[config.mk]
export PLATFORM = sky130hd
export DESIGN_NAME = alu_share_arbiter
export DESIGN_NICKNAME = d
export VERILOG_FILES = /design/src/rtl/alu_pkg.sv /design/src/rtl/alu.sv /design/src/rtl/alu_share_arbiter.sv
export SDC_FILE = /design/constraint.sdc
export NUM_CORES = 1
export LEC_CHECK = 0
export CORE_MARGIN = 2
export CORE_UTILIZATION = 46
export CTS_CLUSTER_DIAMETER = 50
export DETAILED_ROUTE_END_ITERATION = 12
export PLACE_DENSITY = 0.78
export REMOVE_ABC_BUFFERS = 1
export SETUP_SLACK_MARGIN = 0.02
export SLEW_MARGIN = 20
export SYNTH_ARGS = -nofsm -noshare
export SYNTH_HDL_FRONTEND = slang
export SYNTH_HIERARCHICAL = 1
export SYNTH_SLANG_ARGS = --single-unit
[constraint.sdc]
create_clock -name clk -period 9.4 [get_ports clk]
set_input_delay 0.94 -clock clk [delete_from_list [all_inputs] [get_ports clk]]
set_output_delay 0.94 -clock clk [all_outputs]
set_load 0.005 [all_outputs]
[src/rtl/alu_pkg.sv]
// Shared definitions for the ALU and the two-requester ALU share arbiter:
// opcode encodings, operand/ID types and response buffer states.
package alu_pkg;

  localparam int OPCODE_LENGTH = 4;

  typedef logic [OPCODE_LENGTH-1:0] alu_op_t;
  typedef logic [0:0]               req_id_t;

  localparam alu_op_t ALU_AND = 4'b0000;
  localparam alu_op_t ALU_OR  = 4'b0001;
  localparam alu_op_t ALU_ADD = 4'b0010;
  localparam alu_op_t ALU_SUB = 4'b0011;
  localparam alu_op_t ALU_XOR = 4'b0100;
  localparam alu_op_t ALU_SLL = 4'b0101;
  localparam alu_op_t ALU_SRL = 4'b0110;
  localparam alu_op_t ALU_SRA = 4'b0111;
  localparam alu_op_t ALU_EQ  = 4'b1000;
  localparam alu_op_t ALU_NE  = 4'b1001;
  localparam alu_op_t ALU_LT  = 4'b1010;
  localparam alu_op_t ALU_GE  = 4'b1011;
  localparam alu_op_t ALU_JAL = 4'b1100;

  typedef enum logic {
    BUF_EMPTY = 1'b0,
    BUF_FULL  = 1'b1
  } buf_state_t;

endpackage

[src/rtl/alu.sv]
// Combinational ALU: logic, arithmetic, shifts (amount from srcb[4:0]),
// compares returning 0/1, and a constant-1 opcode. Unknown opcodes give 0.
module alu
  import alu_pkg::*;
#(
  parameter int DATA_WIDTH = 32
) (
  input  logic [DATA_WIDTH-1:0] srca,
  input  logic [DATA_WIDTH-1:0] srcb,
  input  alu_op_t               op,
  output logic [DATA_WIDTH-1:0] result
);

  localparam logic [DATA_WIDTH-1:0] ONE = {{(DATA_WIDTH-1){1'b0}}, 1'b1};

  logic [4:0] shamt;
  assign shamt = srcb[4:0];

  always_comb begin
    result = '0;
    case (op)
      ALU_AND: result = srca & srcb;
      ALU_OR:  result = srca | srcb;
      ALU_ADD: result = srca + srcb;
      ALU_SUB: result = srca - srcb;
      ALU_XOR: result = srca ^ srcb;
      ALU_SLL: result = srca << shamt;
      ALU_SRL: result = srca >> shamt;
      ALU_SRA: result = $signed(srca) >>> shamt;
      ALU_EQ:  result = (srca == srcb) ? ONE : '0;
      ALU_NE:  result = (srca != srcb) ? ONE : '0;
      ALU_LT:  result = ($signed(srca) <  $signed(srcb)) ? ONE : '0;
      ALU_GE:  result = ($signed(srca) >= $signed(srcb)) ? ONE : '0;
      ALU_JAL: result = ONE;
      default: result = '0;
    endcase
  end

endmodule

[src/rtl/alu_share_arbiter.sv]
// Shares one ALU between two valid/ready requesters with a registered, ID-tagged
// single-entry response buffer. Define ALU_ARB_FIXED_PRIO_EN for fixed req0 priority.
module alu_share_arbiter
  import alu_pkg::*;
#(
  parameter int DATA_WIDTH = 32
) (
  input  logic                  clk,
  input  logic                  reset,
  input  logic                  req0_valid,
  output logic                  req0_ready,
  input  logic [DATA_WIDTH-1:0] req0_srca,
  input  logic [DATA_WIDTH-1:0] req0_srcb,
  input  logic [3:0]            req0_op,
  input  logic                  req1_valid,
  output logic                  req1_ready,
  input  logic [DATA_WIDTH-1:0] req1_srca,
  input  logic [DATA_WIDTH-1:0] req1_srcb,
  input  logic [3:0]            req1_op,
  output logic                  resp_valid,
  input  logic                  resp_ready,
  output logic                  resp_id,
  output logic [DATA_WIDTH-1:0] resp_data
);

  buf_state_t            buf_state;
  req_id_t               last_grant;
  req_id_t               grant_id;
  logic                  can_accept;
  logic                  grant_valid;
  logic [DATA_WIDTH-1:0] alu_srca;
  logic [DATA_WIDTH-1:0] alu_srcb;
  logic [DATA_WIDTH-1:0] alu_result;
  alu_op_t               alu_op;

  assign resp_valid  = (buf_state == BUF_FULL);
  assign can_accept  = ~resp_valid | resp_ready;
  assign grant_valid = ~reset & can_accept & (req0_valid | req1_valid);
  assign req0_ready  = grant_valid & (grant_id == 1'b0);
  assign req1_ready  = grant_valid & (grant_id == 1'b1);

  // On contention the requester that did not win last time goes next.
  always_comb begin
    grant_id = 1'b0;
    if (req0_valid && req1_valid) begin
`ifdef ALU_ARB_FIXED_PRIO_EN
      grant_id = 1'b0;
`else
      grant_id = ~last_grant;
`endif
    end else if (req1_valid) begin
      grant_id = 1'b1;
    end
  end

  always_comb begin
    alu_srca = '0;
    alu_srcb = '0;
    alu_op   = ALU_AND;
    if (grant_valid) begin
      alu_srca = grant_id[0] ? req1_srca : req0_srca;
      alu_srcb = grant_id[0] ? req1_srcb : req0_srcb;
      alu_op   = grant_id[0] ? req1_op   : req0_op;
    end
  end

  alu #(
    .DATA_WIDTH(DATA_WIDTH)
  ) u_alu (
    .srca  (alu_srca),
    .srcb  (alu_srcb),
    .op    (alu_op),
    .result(alu_result)
  );

  // A fill takes precedence over a drain; a drain alone leaves data/id untouched.
  always_ff @(posedge clk or posedge reset) begin
    if (reset) begin
      buf_state  <= BUF_EMPTY;
      resp_data  <= '0;
      resp_id    <= 1'b0;
      last_grant <= 1'b1;
    end else if (grant_valid) begin
      buf_state  <= BUF_FULL;
      resp_data  <= alu_result;
      resp_id    <= grant_id[0];
      last_grant <= grant_id;
    end else if (resp_ready) begin
      buf_state  <= BUF_EMPTY;
    end
  end

endmodule

## Word-level counts from Yosys, hierarchy flattened

Cells that the tools add are included.

| storage, ports and cells | value |
|---|---|
| output and inout port bits | 36 |
| word-level logic and storage cells | 56 |
| bits in registers | 35 |
| bits of input ports | 141 |

| operators by class | value |
|---|---|
| multiplexer cells | 15 |
| add/sub/neg operators | 2 |
| reduce and logical (&&, ||, !) cells | 3 |
| magnitude comparators | 2 |
| bitwise logic cells | 13 |
| eq/ne operators | 14 |
| shift operators | 3 |

Operators with widths:

| cell | count |
|---|---|
| $pmux W32 S13 | 1 |
| $mux W32 | 4 |
| $add A32 B32 Y32 | 1 |
| $and A32 B32 Y32 | 1 |
| $eq A32 B32 Y1 | 1 |
| $ge A32 B32 Y1 | 1 |
| $lt A32 B32 Y1 | 1 |
| $ne A32 B32 Y1 | 1 |
| $or A32 B32 Y32 | 1 |
| $shl A32 B5 Y32 | 1 |
| $shr A32 B5 Y32 | 1 |
| $sshr A32 B5 Y32 | 1 |
| $sub A32 B32 Y32 | 1 |
| $xor A32 B32 Y32 | 1 |
| $eq A4 B4 Y1 const B | 5 |
| $eq A4 B3 Y1 const B | 4 |
| $eq A4 B2 Y1 const B | 2 |
| $mux W1 | 8 |
| $mux W4 | 2 |
| $and A1 B1 Y1 | 4 |
| $eq A4 B1 Y1 const B | 1 |
| $logic_not A4 Y1 | 1 |
| $not A1 Y1 | 4 |
| $or A1 B1 Y1 | 2 |
| other kinds (2) | 2 |

## Logic depth before layout (Yosys ltp)

| logic depth | value |
|---|---|
| word-level depth | 8 |
| mapped depth | 21 |
| mapped depth without buffers | 16 |

## Hierarchy

The synthesis kept the hierarchy.

By module, submodules not included:

| module | sequential area each (um^2) | area each (um^2) | instances | cells each |
|---|---|---|---|---|
| alu | 0.0 | 8927.3 | 1 | 1291 |
| alu_share_arbiter | 877.1 | 2534.9 | 1 | 309 |

## Least setup slack after synthesis

OpenSTA, ideal clock, no wires.

| timing path | value |
|---|---|
| path type | input to register |
| start point | input port req1_valid |
| end point | register resp_data[18] |
| library setup time | 0.125 ns |
| required time | 9.275 ns |
| path buffers | 7 |
| data arrival time | 5.308 ns |
| slack | 3.966 ns |
| cell stages on the path | 21 |
| cells stage by stage | o21bai_1 nand2b_4 buf_6 buf_8 buf_6 a21oi_1 inv_1 clkbuf_1 clkbuf_1 buf_1 ha_1 buf_2 a21o_1 a31oi_1 o211ai_1 a221o_1 a211oi_1 o22ai_1 and3_1 a211o_1 mux2_4 |

| on the way | value |
|---|---|
| word-level cells in the longest chain between the ends | 6 |
| elaborated cells between the ends (all ways) | 33 |
| classes of those cells | add/sub: 2; eq/ne: 12; shift: 3; mux: 9; bitwise: 5; reduce/logical: 2 |

RTL lines:

| what | RTL line | source |
|---|---|---|
| start: declaration | alu_share_arbiter.sv:15 | `input logic req1_valid,` |
| $mux W1 or $logic_and A1 B1 Y1 (tied branches) | alu_share_arbiter.sv:51, alu_share_arbiter.sv:45 |  |
| $mux W1 | alu_share_arbiter.sv:45 | `if (req0_valid && req1_valid) begin` |
| $mux W32 | alu_share_arbiter.sv:62 | `alu_srcb = grant_id[0] ? req1_srcb : req0_srcb;` |
| $mux W32 (*) | alu_share_arbiter.sv:60 | `if (grant_valid) begin` |
| via alu_srcb[2] | alu_share_arbiter.sv:32 | `logic [DATA_WIDTH-1:0] alu_srcb;` |
| $sub A32 B32 Y32, or another cell as far along | alu.sv:25 | `ALU_SUB: result = srca - srcb;` |
| $pmux W32 S13 (*) | alu.sv:21 | `case (op)` |
| via alu_result[18] | alu_share_arbiter.sv:33 | `logic [DATA_WIDTH-1:0] alu_result;` |
| end signal: assignment | alu_share_arbiter.sv:85 | `resp_data <= alu_result;` |
| end: declaration | alu_share_arbiter.sv:23 | `output logic [DATA_WIDTH-1:0] resp_data` |

Mark *: on every way through the listed nets, which the timed path passes. The rest lies on a longest branch.
A chain may end at the register's enable or synchronous reset.

## Final worst setup path

| timing path | value |
|---|---|
| start point | input port req0_valid |
| end point | register resp_data[31] |

| on the way | value |
|---|---|
| word-level cells in the longest chain between the ends | 6 |
| elaborated cells between the ends (all ways) | 32 |
| classes of those cells | add/sub: 2; eq/ne: 12; shift: 3; mux: 8; bitwise: 5; reduce/logical: 2 |

RTL lines:

| what | RTL line | source |
|---|---|---|
| start: declaration | alu_share_arbiter.sv:10 | `input logic req0_valid,` |
| $logic_and A1 B1 Y1 | alu_share_arbiter.sv:45 |  |
| $mux W1 | alu_share_arbiter.sv:45 |  |
| $mux W32 | alu_share_arbiter.sv:62 |  |
| $mux W32 (*) | alu_share_arbiter.sv:60 |  |
| via alu_srcb[2] | alu_share_arbiter.sv:32 |  |
| $sub A32 B32 Y32, or another cell as far along | alu.sv:25 |  |
| $pmux W32 S13 (*) | alu.sv:21 |  |
| via alu_result[31] | alu_share_arbiter.sv:33 |  |

Marks and branches as above.

==> summary.md <==
| Metric | Value |
|---|---|
| Status | `complete, no violations` |
| Crit-path max FO | `58` |
| Final Cycle Share | `75.81%` |
| Initial Utilization | `46.99%` |
| Routed Antenna Nets | `0` |
| Pins over their slew limit | `0` |
| Psw | `0.6453 mW` |
| GP Congestion | `1.005` |
| P_int | `0.6862 mW` |
| Final #Nets | `1934` |
| First-pass GRT wire length | `76.85 mm` |
| Hold Fails Final Rpt | `0` |
| Seq cells post-synth | `35` |
| Pwr/cell area | `98.14 mW/mm^2` |
| RSZ-0062 raised after global routing | `no` |
| Largest net degree at the start of global routing | `65` |
| Seq/Total Area, Yosys | `7.652%` |
| Max Cap Violations | `0` |
| H-Tree Depth | `2` |
| Crit path buf inv count | `4` |
| Total CTS buffers | `5` |
| Syn_area_per_cell | `7.164 sq um` |
| CP Cell Sequence | `clkdlybuf4s50_1 > a21bo_2 > buf_4 > nand2_1 > a21oi_4 > buf_4 > inv_1 > ha_1 > nor3_1 > o21ai_0 > a21oi_2 > o211ai_1 > a31oi_1 > o21ai_1 > a311o_1 > a22o_1 > mux2_4` |
| DR pass1 iterations | `6` |
| Placed cell area | `0.01337 sq mm` |
| Yosys warning total | `6` |
| Clock Latency Late Sink | `310 ps` |
| Post-CTS Repair Setup Buffers | `0` |
| Die Span Y | `161.9 um` |
| Tmin final | `7126 ps` |
| Overall routing resource usage | `38.34%` |
| Fin area | `0.01357 sq mm` |
| Yosys cell types | `96` |
| Placed cell count | `2005` |
| Leakage | `5.492 nW` |
| Post-Layout Cell Count | `2015` |
| Num ports | `177` |
| Post-synthesis instance area | `0.01146 sq mm` |
| Layout cell share with drive strength beyond 1 | `10.53%` |
| CP max-delay cell | `a21bo_2` |
| Critical Path AT | `7320 ps` |
| Core Region | `0.02439 sq mm` |
| Peak supply drop | `78.83 uV` |
| Root buffer cell | `clkbuf_16` |
| Crit-path leading delay family | `compound AO/OA/AOI/OAI gates` |
| Core Util, Final | `55.63%` |
| Vias in the first global route | `12470` |
| Total wire length | `51.61 mm` |
| Vias/cell | `6.622` |
| GRT Residual Overflow | `0` |
| Combinational Power Share | `68.4%` |
| DRT iter0 DRCs | `1435` |
| Syn-to-layout area delta | `18.37%` |
| Cells after Synth | `1600` |
| Filler Cell Count | `2420` |
| Clock transition at path regs | `70 ps` |
| Clock Sinks | `35` |
| Clock power share | `16.5%` |
| CTS resizes | `0` |
| CTS max path bufs | `2` |
| Die Span X | `161.9 um` |
| FMAX | `0.1403 GHz` |
| Slew HR | `21.36%` |
| Post-DP HPWL | `38.39 mm` |
| CTS tree | `yes` |
| CP Capture Type | `register` |
| Final setup vio count | `0` |
| CTS Hold Bufs | `0` |
| Sequential share of power | `15.1%` |
| Routed via count | `13340` |
| Die area | `0.02620 sq mm` |
| PortBufs | `176` |
| Clock skew | `3.092 ps` |
| CP startpoint kind | `primary input` |
| Slew @ Worst Pin | `1175 ps` |
| Site Rows | `57` |
| Initial antenna violation count | `2` |
| Switch share | `48.46%` |
| Routed length per instance | `25.61 um` |
| Setup Crit Path Kind | `in2reg` |
| Post-synth EDFFs | `0` |
| Post-route DRC | `0` |
| Asr flop ratio synth | `100.0%` |
| Most used cell along the critical path | `buf_4` |
| Hold WC Path Type | `reg2reg` |
| Critical path required time | `9590 ps` |
| Ys flop type | `dfrtp_1` |
| CP max stage delay | `720 ps` |
==> power by group through the flow <==
stage / registers [mW] / clock network, mW / logic (mW)
after detailed placement: 0.203 / 0 / 0.881
after CTS: 0.201 / 0.222 / 0.887
after global placement: 0.203 / 0 / 0.878
after floorplan: 0.201 / 0 / 0.539
after global routing: 0.205 / 0.224 / 0.971
final: 0.201 / 0.219 / 0.911
==> state kept, by name, summed over array words and instances, names as in the netlist <==
name,cells
last_grant,1
resp_data,32
resp_id,1
resp_valid,1
==> area by class of cell <==
class | count | area (sq um) | area share, %
clock buffers | 5 | 125.1 | 0.9222
clock inverters | 3 | 43.79 | 0.3228
multi-input cells | 1337 | 9671 | 71.27
well taps | 324 | 405.4 | 2.988
repair buffers | 215 | 2087 | 15.38
diodes | 1 | 2.502 | 0.01844
flip-flops and latches | 35 | 877.1 | 6.464
inverters | 95 | 356.6 | 2.628
==> synthesized netlist by cell type (21+ instances only) <==
cell type | number | area share (%)
a211oi_1 | 25 | 1.6
a21o_1 | 21 | 1.4
a21oi_1 | 171 | 7.5
clkbuf_1 | 89 | 2.9
dfrtp_1 | 34 | 7.4
ha_1 | 102 | 11
inv_1 | 90 | 2.9
mux2_2 | 21 | 2.1
mux2_4 | 33 | 4.3
mux2i_1 | 43 | 3.8
mux4_2 | 48 | 9.4
nand2_1 | 266 | 8.7
nand3_1 | 33 | 1.4
nor2_1 | 125 | 4.1
nor3_1 | 32 | 1.4
o211ai_1 | 23 | 1.5
o21ai_0 | 89 | 3.9
==> cell usage in the layout (no fill, tap or decap), types with 7 or more instances in the layout <==
cell type,count
a211oi_1,25
and2_1,7
mux2_4,33
o31ai_1,11
mux2_2,21
nor3_1,32
dfrtp_1,34
o22ai_1,14
o211ai_1,23
clkdlybuf4s50_1,176
a221oi_1,13
buf_4,37
nor2_1,125
a21o_1,21
o21ai_0,89
mux2i_1,43
ha_1,102
nand4_1,9
nand2b_1,16
a22oi_1,14
o221ai_1,13
inv_1,90
or3_1,13
nor2b_1,10
xnor2_1,8
nand3_1,33
o21bai_1,10
o311ai_0,7
nand2_1,266
nor4_1,9
a21oi_1,165
a31oi_1,15
mux4_2,48
==> path summary, 6_finish.rpt <==
path,startpoint,to,slack (ps),cells after the start
min in group asynchronous,reset,resp_data[27]$_DFFE_PP0P_,1130,3
hold / removal,resp_data[11]$_DFFE_PP0P_,resp_data[11]$_DFFE_PP0P_,510,1
setup reg to reg,last_grant$_DFFE_PP1P_,resp_data[31]$_DFFE_PP0P_,2890,16
max in group asynchronous,reset,resp_data[10]$_DFFE_PP0P_,7840,3
setup / recovery,req0_valid,resp_data[31]$_DFFE_PP0P_,2270,17
hold reg to reg,resp_data[11]$_DFFE_PP0P_,resp_data[11]$_DFFE_PP0P_,510,1
==> metrics by stage <==
step	hold WS, ps	total power, mW	setup WS, ps	setup TNS, ps
CTS	515.3	1.309	2428	0
global placement	491.0	1.081	2254	0
global route	519.3	1.399	1905	0
floorplan	504.3	0.7403	-1247	-16390
detailed placement	493.5	1.085	2122	0
finish	510.8	1.332	2274	0
==> metal layers <==
| layer | GRT usage (%) | wire (um) | vias up | part of all wire (%) |
|---|---|---|---|---|
| met5 | 0 | 13 | - | 0.025 |
| met4 | 16.41 | 2403 | 2 | 4.7 |
| met3 | 8.657 | 5746 | 118 | 11 |
| met2 | 58.47 | 22290 | 830 | 43 |
| met1 | 52.06 | 21160 | 6348 | 41 |
| li1 | - | - | 6045 | - |
==> kinds of logic (layout without fill, tap and decap cells) <==
family / after synthesis / after routing / share of synthesized area [%]
compound gates: 523 / 523 / 29.94
fa+ha+maj: 104 / 104 / 11.48
buf+inv: 228 / 318 / 8.842
other cells: 0 / 1 / 0
mux: 145 / 145 / 19.57
simple gates: 553 / 553 / 21.59
flops: 35 / 35 / 7.652
xor+xnor: 12 / 12 / 0.9169
Power figures use the tool's default switching activity.
